--- src/rtl/io_input_conditioner.sv ---
// Synchronizes, normalizes and debounces 10 switches and 4 keys; generates key press pulses and sticky events.
// Latency: a held raw change reaches io_input_bus DEBOUNCE_CYCLES+2 edges after it is first sampled.
// Backpressure: none; all outputs are registered and update every cycle with no flow control.
module io_input_conditioner #(
   parameter int DEBOUNCE_CYCLES = 50000,
   parameter int CNT_W           = 20,
   parameter int KEY_ACTIVE_LOW  = 1
) (
   input  logic        clock,
   input  logic        reset,
   input  logic [9:0]  switches_in,
   input  logic [3:0]  keys_in,
   input  logic [3:0]  clear_events,
   output logic [13:0] io_input_bus,
   output logic [3:0]  key_pressed,
   output logic [3:0]  key_event
);

   localparam int NBITS = 14;

   // Raw key level when nothing is pressed; doubles as the XOR mask that
   // turns synchronized key levels into 1 = pressed.
   localparam logic [3:0] KEY_RELEASED = (KEY_ACTIVE_LOW != 0) ? 4'hF : 4'h0;

   // Counter value on which a still-differing bit is finally accepted.
   localparam logic [CNT_W-1:0] CNT_LAST = CNT_W'(DEBOUNCE_CYCLES - 1);

   logic [9:0]       sw_meta;
   logic [9:0]       sw_sync;
   logic [3:0]       key_meta;
   logic [3:0]       key_sync;
   logic [13:0]      norm;
   logic [13:0]      stable;
   logic [13:0]      stable_next;
   logic [CNT_W-1:0] cnt      [NBITS];
   logic [CNT_W-1:0] cnt_next [NBITS];
   logic [3:0]       key_rise;

   // Two-flop synchronizers; keys reset to their released level so no
   // spurious difference is seen right after reset release.
   always_ff @(posedge clock or negedge reset) begin
      if (!reset) begin
         sw_meta  <= '0;
         sw_sync  <= '0;
         key_meta <= KEY_RELEASED;
         key_sync <= KEY_RELEASED;
      end else begin
         sw_meta  <= switches_in;
         sw_sync  <= sw_meta;
         key_meta <= keys_in;
         key_sync <= key_meta;
      end
   end

   // Normalized levels: keys become 1 = pressed, switches pass unchanged.
   always_comb begin
      norm = {key_sync ^ KEY_RELEASED, sw_sync};
   end

   // Per-bit debounce: count consecutive differing cycles, accept the new
   // level once it has differed for DEBOUNCE_CYCLES cycles in a row.
   always_comb begin
      stable_next = stable;
      for (int i = 0; i < NBITS; i++) begin
         cnt_next[i] = '0;
         if (norm[i] != stable[i]) begin
            if (cnt[i] == CNT_LAST) begin
               stable_next[i] = norm[i];
            end else begin
               cnt_next[i] = cnt[i] + CNT_W'(1);
            end
         end
      end
   end

   // Debounced state and counters; reset abandons any count in progress.
   always_ff @(posedge clock or negedge reset) begin
      if (!reset) begin
         stable <= '0;
         for (int i = 0; i < NBITS; i++) begin
            cnt[i] <= '0;
         end
      end else begin
         stable <= stable_next;
         for (int i = 0; i < NBITS; i++) begin
            cnt[i] <= cnt_next[i];
         end
      end
   end

   // A press is a 0->1 step of a debounced key bit on this edge.
   always_comb begin
      key_rise = stable_next[13:10] & ~stable[13:10];
   end

   // One-cycle press pulses and sticky press flags; a press on the same
   // edge as a clear keeps the flag set.
   always_ff @(posedge clock or negedge reset) begin
      if (!reset) begin
         key_pressed <= '0;
         key_event   <= '0;
      end else begin
         key_pressed <= key_rise;
         key_event   <= (key_event & ~clear_events) | key_rise;
      end
   end

   assign io_input_bus = stable;

endmodule

--- config.mk ---
export PLATFORM = sky130hd
export DESIGN_NAME = io_input_conditioner
export DESIGN_NICKNAME = d
export VERILOG_FILES = /design/src/rtl/io_input_conditioner.sv
export SDC_FILE = /design/constraint.sdc
export NUM_CORES = 1
export LEC_CHECK = 0
export CORE_MARGIN = 2
export CORE_UTILIZATION = 55
export CTS_BUF_LIST = sky130_fd_sc_hd__clkbuf_8
export CTS_CLUSTER_DIAMETER = 80
export DETAILED_ROUTE_END_ITERATION = 6
export DONT_BUFFER_PORTS = 1
export PLACE_DENSITY = 0.79
export SETUP_SLACK_MARGIN = 0.1
export SYNTH_ARGS = -nofsm -noshare
export SYNTH_HDL_FRONTEND = slang
export SYNTH_SLANG_ARGS = --single-unit
--- constraint.sdc ---
create_clock -name clock -period 6.03 [get_ports clock]
set_input_delay 0.3015 -clock clock [delete_from_list [all_inputs] [get_ports clock]]
set_output_delay 0.3015 -clock clock [all_outputs]
set_load 0.02 [all_outputs]
Word-level counts from Yosys, hierarchy flattened --
Cells that the tools add are included.
Word-level totals: register bits after elaboration 330, output and inout bits 22, logic and storage cells 125
Operators by class: add/sub/neg operators 14, eq/ne operators 28, mux-type cells 36, bitwise logic cells 6, reductions and logical operators 10
Operator list (number):
- $mux 20 | 28
- $add 20x1->20 const B | 14
- $eq 20x16->1 const B | 14
- $reduce_and 2->1 | 10
- $ne 1x1->1 | 14
- $not 4->4 | 3
- $and 4x4->4 | 2
- $mux 1 | 8
- $or 4x4->4 | 1

Longest topological paths before layout --
Gate-level depths: netlist of run 1.
depth in word-level cells 5, gate-level depth with buffers 7

Worst setup path after synthesis of run 1 --
OpenSTA, ideal clock, no wires.
path type register to register, start point reg cnt[167] in the netlist's numbering, end point reg cnt[172] in the netlist's numbering, arrival time 1904 ps, required time 5910 ps, slack 4006 ps, cell stages (with the launch flop) 6, clock period less this slack 2024 ps, cells stage by stage dfrtp_1 > or4_1 > or4_4 > o21ai_4 > buf_6 > nor2_1
RTL lines:
- start, declared | RTL line 35 | logic [CNT_W-1:0] cnt [NBITS];
- start signal, assigned by index | RTL line 86 | cnt[i] <= cnt_next[i];

==> results of run 1 <==
## routing by layer
layer	vias up	global-route usage (%)	share of wire, %
met4	0	5.63	1.9
met5	-	0	0
met2	212	33.2	48
met1	5682	27.9	46
met3	48	3.94	4.4
li1	5703	-	-
## per-stage QoR
step | cell area (sq um) | cells
2_1_floorplan | 15600 | 1558
3_3_place_gp | 16000 | 1912
3_5_place_dp | 16000 | 1912
4_1_cts | 17300 | 2032
5_1_grt | 17300 | 2032
6_report | 17300 | 2032
## power groups by stage
stage               clock, W  sequential [W]  combinational (W)
global route         0.00225         0.00229           0.000104
global placement           0         0.00232          0.0000776
detailed placement         0         0.00232          0.0000795
floorplan                  0         0.00231          0.0000632
finish               0.00208         0.00228          0.0000891
CTS                  0.00215         0.00228          0.0000897
## cell usage in the layout, fill, tap and decap left out, types with 3 or more instances in the layout
master,netlist,routed
inv_1,50,69
nor4b_1,7,7
clkinvlp_4,0,3
or3_1,60,60
or4_4,3,3
nand4_1,77,77
or2_2,4,4
and3_1,29,29
xnor2_1,87,87
dfstp_2,8,8
a21oi_1,83,83
nand3b_1,4,4
ha_1,14,14
mux2i_1,3,3
nand2_1,75,75
a21o_1,4,4
o21ai_0,65,64
nor2_1,214,214
mux2_2,10,10
buf_4,1,9
nand3_1,103,103
o31ai_1,22,21
and2_1,16,16
nor4_1,48,48
o21ai_1,8,9
and4_1,29,29
or4b_2,5,5
bufinv_16,0,4
nor3_1,29,29
dfrtp_1,322,322
clkinv_2,0,7
a31o_2,3,3
or4_1,33,33
xor2_1,92,92
clkbuf_8,0,68
dlygate4sd3_1,0,18
## logic make-up (layout without fill, tap and decap cells)
family,count (synthesis),count (layout),synth area share (%)
compound gates,193,193,7.06
xor+xnor,179,179,10.1
fa+ha+maj,14,14,1.13
buf+inv,83,179,2.11
flops,330,330,53.1
mux,13,13,0.916
simple gates,746,746,25.6
## cell type report
cell class / count / area (sq um) / area share (%)
clock buffers: 68 / 936 / 5.40
repair buffers: 27 / 248 / 1.43
well taps: 378 / 473 / 2.73
multi-input cells: 1145 / 6970 / 40.2
inverters: 50 / 188 / 1.08
flip-flops and latches: 330 / 8270 / 47.7
clock inverters: 34 / 258 / 1.49
## path summary, 6_finish.rpt
check | slack [ns] | endpoint | cells after the start | startpoint
min in group clock | 0.28 | key_meta[2] | 1 | keys_in[2]
hold reg to reg | 0.34 | sw_sync[5] | 0 | sw_meta[5]
max in group asynchronous | 5.81 | cnt[166] | 0 | reset
hold / removal | -0.57 | cnt[113] | 0 | reset
setup reg to reg | 3.55 | cnt[65] | 5 | cnt[60]
setup / recovery | 3.55 | cnt[65] | 5 | cnt[60]
## registers in the layout, indices dropped and copies added (netlist names)
name	flops
key_event	4
io_input_bus	14
key_sync	4
key_pressed	4
sw_sync	10
sw_meta	10
key_meta	4
cnt	280
==> flow_summary_export.csv, run 1 <==
group,metric,value,unit
logic_synthesis,synth_common_cells,"dfrtp_1 (322), nor2_1 (214), nand3_1 (103)",
worst_setup_path,crit_required,6.42,ns
global_routing,grt_pass1_wl,51100,um
floorplanning,dieArea,29700,sq um
finish,diodes,0,
logic_synthesis,yosysUniqueCellTypes,48,
worst_setup_path,cp-start-kind,"flip-flop",
clocking,cts.path.max_buffers,3,
power_and_ir_drop,power.leakage,7.23,nW
sta,holdWs,-0.575,ns
drt,wl,29100,um
clocking,ctsResizeCount,0,
sta,rsz0062_at_grt,"no",
global_routing,grt_pass1_vias,11300,
worst_setup_path,critPathMaxStageDelay,0.96,ns
sta,slew_headroom,15.4,%
global_routing,track_usage,20.3,%
logic_synthesis,synth_top_area_cell,"dfrtp_1",
sta,finalSetupViolations,0,
logic_synthesis,yosysSeqAreaShare,53.1,%
clocking,cts_max_level,2,
clocking,clk_pin_slew_worst_paths,0.06,ns
logic_synthesis,synth_area_per_cell,9.99,sq um
floorplanning,ios,42,
drt,drt_iter0_drc,690,
sta,max_freq,0.404,GHz
sta,skew,0.0193,ns
drt,num_vias,11600,
power_and_ir_drop,switchingPower,0.000969,W
drt,ant_nets,0,
sta,tightest_slew,1.26,ns
global_routing,overflow,0,
power_and_ir_drop,power_frac_clock,46.7,%
power_and_ir_drop,swShare,21.8,%
logic_synthesis,synthFlopType,"dfrtp_1",
drt,vias_per_cell,5.73,
floorplanning,core,27900,sq um
outcome,violations,"hold timing",
floorplanning,dieWidth,172,um
placed_design,post-place-ws,3.57,ns
sta,fin_crit_sh,41.1,%
logic_synthesis,async_flop_share,100,%
power_and_ir_drop,p_total,0.00445,W
power_and_ir_drop,powerDensity,256,nW/um^2
clocking,cts_sinks,330,
logic_synthesis,synth-edff-count,0,
placed_design,io_buffers,0,
clocking,hold_buffers,18,
floorplanning,row_count,61,
finish,postLayoutCoreUtil,62.3,%
logic_synthesis,synth_fp_nets,1592,
clocking,cts_setup_buffers,0,
floorplanning,dieHeight,172,um
finish,drive_gt1_share,8.16,%
sta,final.setup.tns,0,ns
clocking,cts_tree,"yes",
sta,period_minus_slack,2.48,ns
finish,synthToLayoutAreaGrowth,11.4,%
power_and_ir_drop,p_seq_share,51.3,%
finish,nFillCells,2194,
logic_synthesis,syn_inst,1558,
floorplanning,start_util,55.9,%
logic_synthesis,synth-seq-cells,330,
power_and_ir_drop,p_int,0.00348,W
logic_synthesis,yosysMostFrequentCell,"dfrtp_1",
clocking,root_buffer,"clkbuf_8",
logic_synthesis,synthTopCellsByArea,"dfrtp_1 (52%), xor2_1 (5.2%), nor2_1 (5.2%), xnor2_1 (4.9%), nand3_1 (3.3%)",
logic_synthesis,synth_top_area_share,51.8,%
worst_setup_path,crit_buf_inv,0,
worst_setup_path,critPathKind,"flip-flop to flip-flop",
flow_run,drv_cap,0,
sta,layout_setup_ws,3.55,ns
global_routing,antenna_found_initial,0,
clocking,cts_buffers,55,
drt,routedWlPerCell,14.3,um
logic_synthesis,ys_warn_count,0,
hold_path,hold_class,"input pin to asynchronous set/reset pin",
worst_setup_path,slowest_stage,"o21ai_1",
clocking,insertion_delay,0.57,ns
finish,nets,1643,
sta,hold_viol,322,
drt,drtPass1Iterations,5,
drt,remaining_drc_errors,0,
placed_design,dpl.hpwl,18400,um
power_and_ir_drop,peakVddDrop,190,uV
power_and_ir_drop,p_comb_share,2.0,%
outcome,status,"complete, but fails checks",
placed_design,globalplace.congestion,0.827,
worst_setup_path,worst_ep_arrival_time,2.87,ns
worst_setup_path,cp-end-kind,"flip-flop",
worst_setup_path,cp_max_fo,19,
logic_synthesis,syn-cell-area,15600,sq um
worst_setup_path,cp_cell_sequence,"ha_1, nand3_1, or2_2, o21ai_1, nor2_1",
worst_setup_path,path_delay_family,"compound AO/OA/AOI/OAI gates",
sta,drv_slew,0,
global_routing,grt_start_max_net_pins,331,
Note: power is estimated with default switching activity, not from simulation.
==> run 2, diff against run 1 <==
==> constraint.sdc (replaced) <==
create_clock -name clock -period 2.5 [get_ports clock]
set_input_delay 0.125 -clock clock [delete_from_list [all_inputs] [get_ports clock]]
set_output_delay 0.125 -clock clock [all_outputs]
set_load 0.02 [all_outputs]
==> run 2 against run 1 <==
  * Clock-buffer cell count unchanged
  * The run still ends with hold timing left
  * Highest routed layer unchanged
  * Cell count rose by 0.94%
  * Largest cell class unchanged
  * Clock skew up 0.0035 ns
  * Critical endpoint is now cnt[170]
  * Hold slack worse by 0.17 ns
  * Routed wire length is 0.14% higher
  * Power grew 140%
  * Setup slack got worse by 3.3 ns
  * Die area did not move
  * Combinational power increased to 2.6 times the previous value
  * Non-clock buffer count grew 17
  * Register-to-register slack got worse by 3.3 ns
==> flow_summary_export.csv, run 2 (same netlist as run 1, synthesis figures left out) <==
group,metric,value,unit
outcome,status,"complete, but fails checks",
outcome,violations,"hold timing",
drt,wl,29100,um
floorplanning,dieHeight,172,um
power_and_ir_drop,p_seq_share,52.5,%
drt,vias_per_cell,5.65,
sta,final.setup.tns,0,ns
sta,drv_slew,0,
sta,finalSetupViolations,0,
power_and_ir_drop,power.leakage,7.30,nW
worst_setup_path,cp-start-kind,"flip-flop",
global_routing,overflow,0,
clocking,hold_buffers,18,
sta,skew,0.0228,ns
clocking,clk_pin_slew_worst_paths,0.06,ns
finish,layout_common_cells,"dfrtp_1 (322), nor2_1 (214), nand3_1 (103)",
clocking,cts.path.max_buffers,3,
sta,max_freq,0.447,GHz
worst_setup_path,worst_ep_arrival_time,2.68,ns
flow_run,drv_cap,0,
sta,rsz0062_at_grt,"no",
finish,nets,1661,
floorplanning,dieWidth,172,um
power_and_ir_drop,p_total,0.0105,W
power_and_ir_drop,switchingPower,0.00236,W
global_routing,grt_pass1_wl,50900,um
drt,routedWlPerCell,14.2,um
worst_setup_path,crit_required,2.95,ns
finish,largest_register,"cnt",
floorplanning,ios,42,
global_routing,track_usage,20.3,%
finish,final_area,17400,sq um
floorplanning,start_util,55.9,%
floorplanning,core,27900,sq um
sta,fin_crit_sh,89.5,%
power_and_ir_drop,peakVddDrop,428,uV
clocking,cts_setup_buffers,0,
sta,slew_headroom,49.8,%
clocking,cts_tree,"yes",
worst_setup_path,cp-end-kind,"flip-flop",
finish,final_common_cell,"dfrtp_1",
sta,hold_viol,330,
placed_design,io_buffers,0,
worst_setup_path,rr_worst_depth,4,
drt,ant_nets,0,
clocking,cts_buffers,56,
clocking,cts_max_level,2,
hold_path,hold_class,"input pin to asynchronous set/reset pin",
drt,remaining_drc_errors,0,
global_routing,grt_start_max_net_pins,331,
power_and_ir_drop,powerDensity,602,nW/um^2
global_routing,grt_pass1_vias,11300,
power_and_ir_drop,power_frac_clock,45.3,%
finish,drive_gt1_share,9.26,%
power_and_ir_drop,p_comb_share,2.2,%
clocking,insertion_delay,0.59,ns
global_routing,antenna_found_initial,0,
drt,met1Wirelength,13500,um
clocking,cts_sinks,330,
drt,drtPass1Iterations,6,
sta,tightest_slew,0.754,ns
worst_setup_path,critPathKind,"flip-flop to flip-flop",
drt,wl_met2,14000,um
drt,drt_iter0_drc,878,
finish,synthToLayoutAreaGrowth,11.9,%
worst_setup_path,cp_max_fo,19,
placed_design,postPlaceCellArea,16100,sq um
clocking,ctsResizeCount,0,
finish,largest_reg_flops,280,
drt,wl_met3,1100,um
power_and_ir_drop,p_int,0.00811,W
placed_design,dp.cells,1929,
drt,highest_layer,"met4",
finish,diodes,0,
clocking,root_buffer,"clkbuf_8",
sta,period_minus_slack,2.24,ns
sta,holdWs,-0.746,ns
drt,num_vias,11600,
power_and_ir_drop,swShare,22.5,%
finish,stdcell_count,2051,
placed_design,dpl.hpwl,18700,um
floorplanning,dieArea,29700,sq um
placed_design,globalplace.congestion,0.809,
floorplanning,row_count,61,
[run 2: worst paths after layout]
check / from / to / slack, ns
setup / recovery: cnt[167] / cnt[170] / 0.26
hold / removal: reset / cnt[117] / -0.75
setup reg to reg: cnt[167] / cnt[170] / 0.26
hold reg to reg: sw_meta[1] / sw_sync[1] / 0.35
max in group asynchronous: reset / io_input_bus[3] / 2.62
min in group clock: keys_in[2] / key_meta[2] / 0.08
[run 2: critical path, cell delays in order, from the launching register on]
cell,delay (ns)
dfrtp_1,0.43
or4_1,0.53
or4_4,0.57
o21ai_4,0.44
nor2_1,0.12
[run 2: area by class of cell]
type,count,area [sq um]
sequential,330,8270
clock buffer,68,936
tap,378,473
clock inverter,36,199
fill,2205,10400
timing repair buffer,44,375
inverter,50,188
multi-input combinational,1145,6970
[run 2: layer usage]
layer  vias to the layer above  global-route usage [%]
li1                       5741                       -
met1                      5650                    26.9
met2                       153                    34.4
met3                        43                    3.85
met4                         0                    5.74
met5                         -                       0
[run 2: metrics by stage]
stage | setup slack, ns | utilization (%) | hold WS (ns)
final | 0.262 | 62.5 | -0.746
after global routing | 0.155 | 62.5 | -0.781
after CTS | 0.248 | 62.5 | -0.798
after detailed placement | 0.282 | 57.8 | -0.156
after global placement | 0.339 | 57.8 | -0.156
after floorplan | 0.476 | - | -0.171
[run 2: power by group through the flow]
stage	Combinational (W)	Sequential [W]	Clock, W
global route	0.000267	0.00551	0.00515
detailed placement	0.000210	0.00560	0
finish	0.000232	0.00550	0.00474
global placement	0.000203	0.00559	0
floorplan	0.000153	0.00558	0
CTS	0.000233	0.00550	0.00490
==> run 3, diff against run 2 <==
--- a/config.mk
+++ b/config.mk
@@ -5,9 +5,10 @@
 export SDC_FILE = /design/constraint.sdc
 export NUM_CORES = 1
 export LEC_CHECK = 0
+export CORE_ASPECT_RATIO = 1.4
 export CORE_MARGIN = 2
 export CORE_UTILIZATION = 55
-export CTS_BUF_LIST = sky130_fd_sc_hd__clkbuf_8
+export CTS_BUF_LIST = sky130_fd_sc_hd__clkbuf_8 sky130_fd_sc_hd__clkbuf_16
 export CTS_CLUSTER_DIAMETER = 80
 export DETAILED_ROUTE_END_ITERATION = 6
 export DONT_BUFFER_PORTS = 1
==> run 3 against run 2 <==
  * The run still ends with hold timing left
  * Sequential power is essentially flat
  * Routed wire length fell by 0.21%
  * Die area barely moved
  * Non-clock buffer count decreased by 5
  * Clock-buffer cell count fell by 29
  * Clock skew is 0.011 ns lower
  * Critical path depth stayed put
  * Power increased by 2.4%
  * Critical path type unchanged
  * Largest cell class unchanged
==> flow_summary_export.csv, run 3 (same netlist as run 1, synthesis figures left out) <==
group,metric,value,unit
clocking,cts_buffers,35,
drt,vias_per_cell,5.79,
global_routing,met1_usage,24.5,%
drt,num_vias,11500,
drt,remaining_drc_errors,0,
global_routing,gr-usage-met2,36.1,%
clocking,cts_max_level,2,
placed_design,dpl.hpwl,19000,um
placed_design,io_buffers,0,
placed_design,globalplace.congestion,0.842,
finish,nets,1635,
outcome,violations,"hold timing",
finish,layout_common_cells,"dfrtp_1 (322), nor2_1 (214), nand3_1 (103)",
worst_setup_path,rr_worst_depth,4,
worst_setup_path,cp-start-kind,"flip-flop",
clocking,ctsResizeCount,0,
power_and_ir_drop,peakVddDrop,529,uV
floorplanning,ios,42,
drt,drtPass1Iterations,5,
sta,skew,0.0116,ns
drt,drt_iter0_drc,550,
floorplanning,dieHeight,203,um
finish,largest_register,"cnt",
global_routing,grt_pass1_vias,11400,
worst_setup_path,cp_max_fo,19,
worst_setup_path,r2r_setup_slack,0.30,ns
floorplanning,start_util,56.1,%
clocking,cts.path.max_buffers,3,
sta,final.setup.tns,0,ns
power_and_ir_drop,powerDensity,619,nW/um^2
outcome,status,"complete, but fails checks",
global_routing,grt_util_met3,3.28,%
sta,hold_viol,330,
clocking,cts_setup_buffers,0,
global_routing,overflow,0,
floorplanning,core,27700,sq um
floorplanning,dieWidth,146,um
clocking,cts_sinks,330,
sta,drv_slew,0,
global_routing,track_usage,20.0,%
sta,tightest_slew,0.753,ns
floorplanning,row_count,72,
worst_setup_path,crit_required,2.88,ns
power_and_ir_drop,power.leakage,7.19,nW
sta,fin_crit_sh,88.2,%
worst_setup_path,cp-end-kind,"flip-flop",
clocking,hold_buffers,18,
drt,routedWlPerCell,14.6,um
global_routing,grt_pass1_wl,51200,um
sta,holdWs,-0.681,ns
finish,final_area,17300,sq um
worst_setup_path,critPathKind,"flip-flop to flip-flop",
hold_path,hold_class,"input pin to asynchronous set/reset pin",
drt,wl,29100,um
placed_design,postPlaceCellArea,16000,sq um
sta,finalSetupViolations,0,
clocking,cts_tree,"yes",
floorplanning,dieArea,29700,sq um
flow_run,drv_cap,0,
worst_setup_path,r2r-start,"cnt[167]",
finish,largest_reg_flops,280,
global_routing,grt_start_max_net_pins,331,
sta,rsz0062_at_grt,"no",
finish,final_common_cell,"dfrtp_1",
sta,slew_headroom,49.8,%
global_routing,antenna_found_initial,0,
clocking,root_buffer,"clkbuf_16",
clocking,clk_pin_slew_worst_paths,0.06,ns
finish,diodes,0,
worst_setup_path,worst_ep_arrival_time,2.59,ns
sta,max_freq,0.454,GHz
finish,synthToLayoutAreaGrowth,11.4,%
global_routing,busiest_layer,"met2",
clocking,insertion_delay,0.52,ns
finish,drive_gt1_share,7.08,%
worst_setup_path,reg2reg_to,"cnt[170]",
drt,ant_nets,0,
sta,period_minus_slack,2.20,ns
==> run 3: changes by cell type in the layout (fill, tap and decap cells not counted), sizes merged <==
cell / previous run / this run
buf: 26 / 21
bufinv: 1 / 2
clkbuf: 68 / 39
clkinv: 14 / 8
inv: 70 / 61
==> run 3: per-layer routing <==
layer / wire length (um) / vias to the layer above / part of all wire [%]
met5: 0 / - / 0
met4: 705 / 0 / 2.4
met3: 905 / 53 / 3.1
met2: 15000 / 152 / 51
met1: 12500 / 5658 / 43
li1: - / 5681 / -
==> run 3: critical path, cell delays in order (launching register included) <==
cell and delay, ns:
dfrtp_1 0.43, or4_1 0.54, or4_4 0.57, o21ai_4 0.42, nor2_1 0.11
==> run 3: per-stage QoR <==
| step | cells | total power, W | utilization (%) | setup slack (ns) |
|---|---|---|---|---|
| detailed placement | 1916 | 0.00580 | 57.8 | 0.297 |
| global placement | 1916 | 0.00579 | 57.8 | 0.332 |
| floorplan | 1558 | 0.00573 | - | 0.476 |
| global route | 1995 | 0.0111 | 62.5 | 0.195 |
| finish | 1995 | 0.0107 | 62.5 | 0.295 |
| CTS | 1995 | 0.0109 | 62.5 | 0.284 |
==> run 3: cell type report <==
| type | count | area [sq um] |
|---|---|---|
| clock inverter | 22 | 158 |
| multi-input combinational | 1145 | 6970 |
| tap | 370 | 463 |
| sequential | 330 | 8270 |
| timing repair buffer | 39 | 338 |
| clock buffer | 39 | 953 |
| inverter | 50 | 188 |
| fill | 2301 | 10400 |
==> run 3: power by group <==
part | internal, W | leakage [nW] | switching (W)
sequential | 0.00543 | 4.50 | 0.0000738
combinational | 0.0000990 | 2.10 | 0.000127
clock | 0.00294 | 0.588 | 0.00206
total | 0.00846 | 7.19 | 0.00226
==> run 3: how the worst max path moves through the flow <==
stage                          end  cells after the start      from  slack [ns]
after floorplan           cnt[172]                      5  cnt[167]        0.48
after global placement    cnt[168]                      4  cnt[167]        0.33
after detailed placement  cnt[163]                      4  cnt[167]        0.30
after CTS                 cnt[163]                      4  cnt[167]        0.28
after global routing      cnt[164]                      4  cnt[167]        0.19
final                     cnt[170]                      4  cnt[167]        0.30
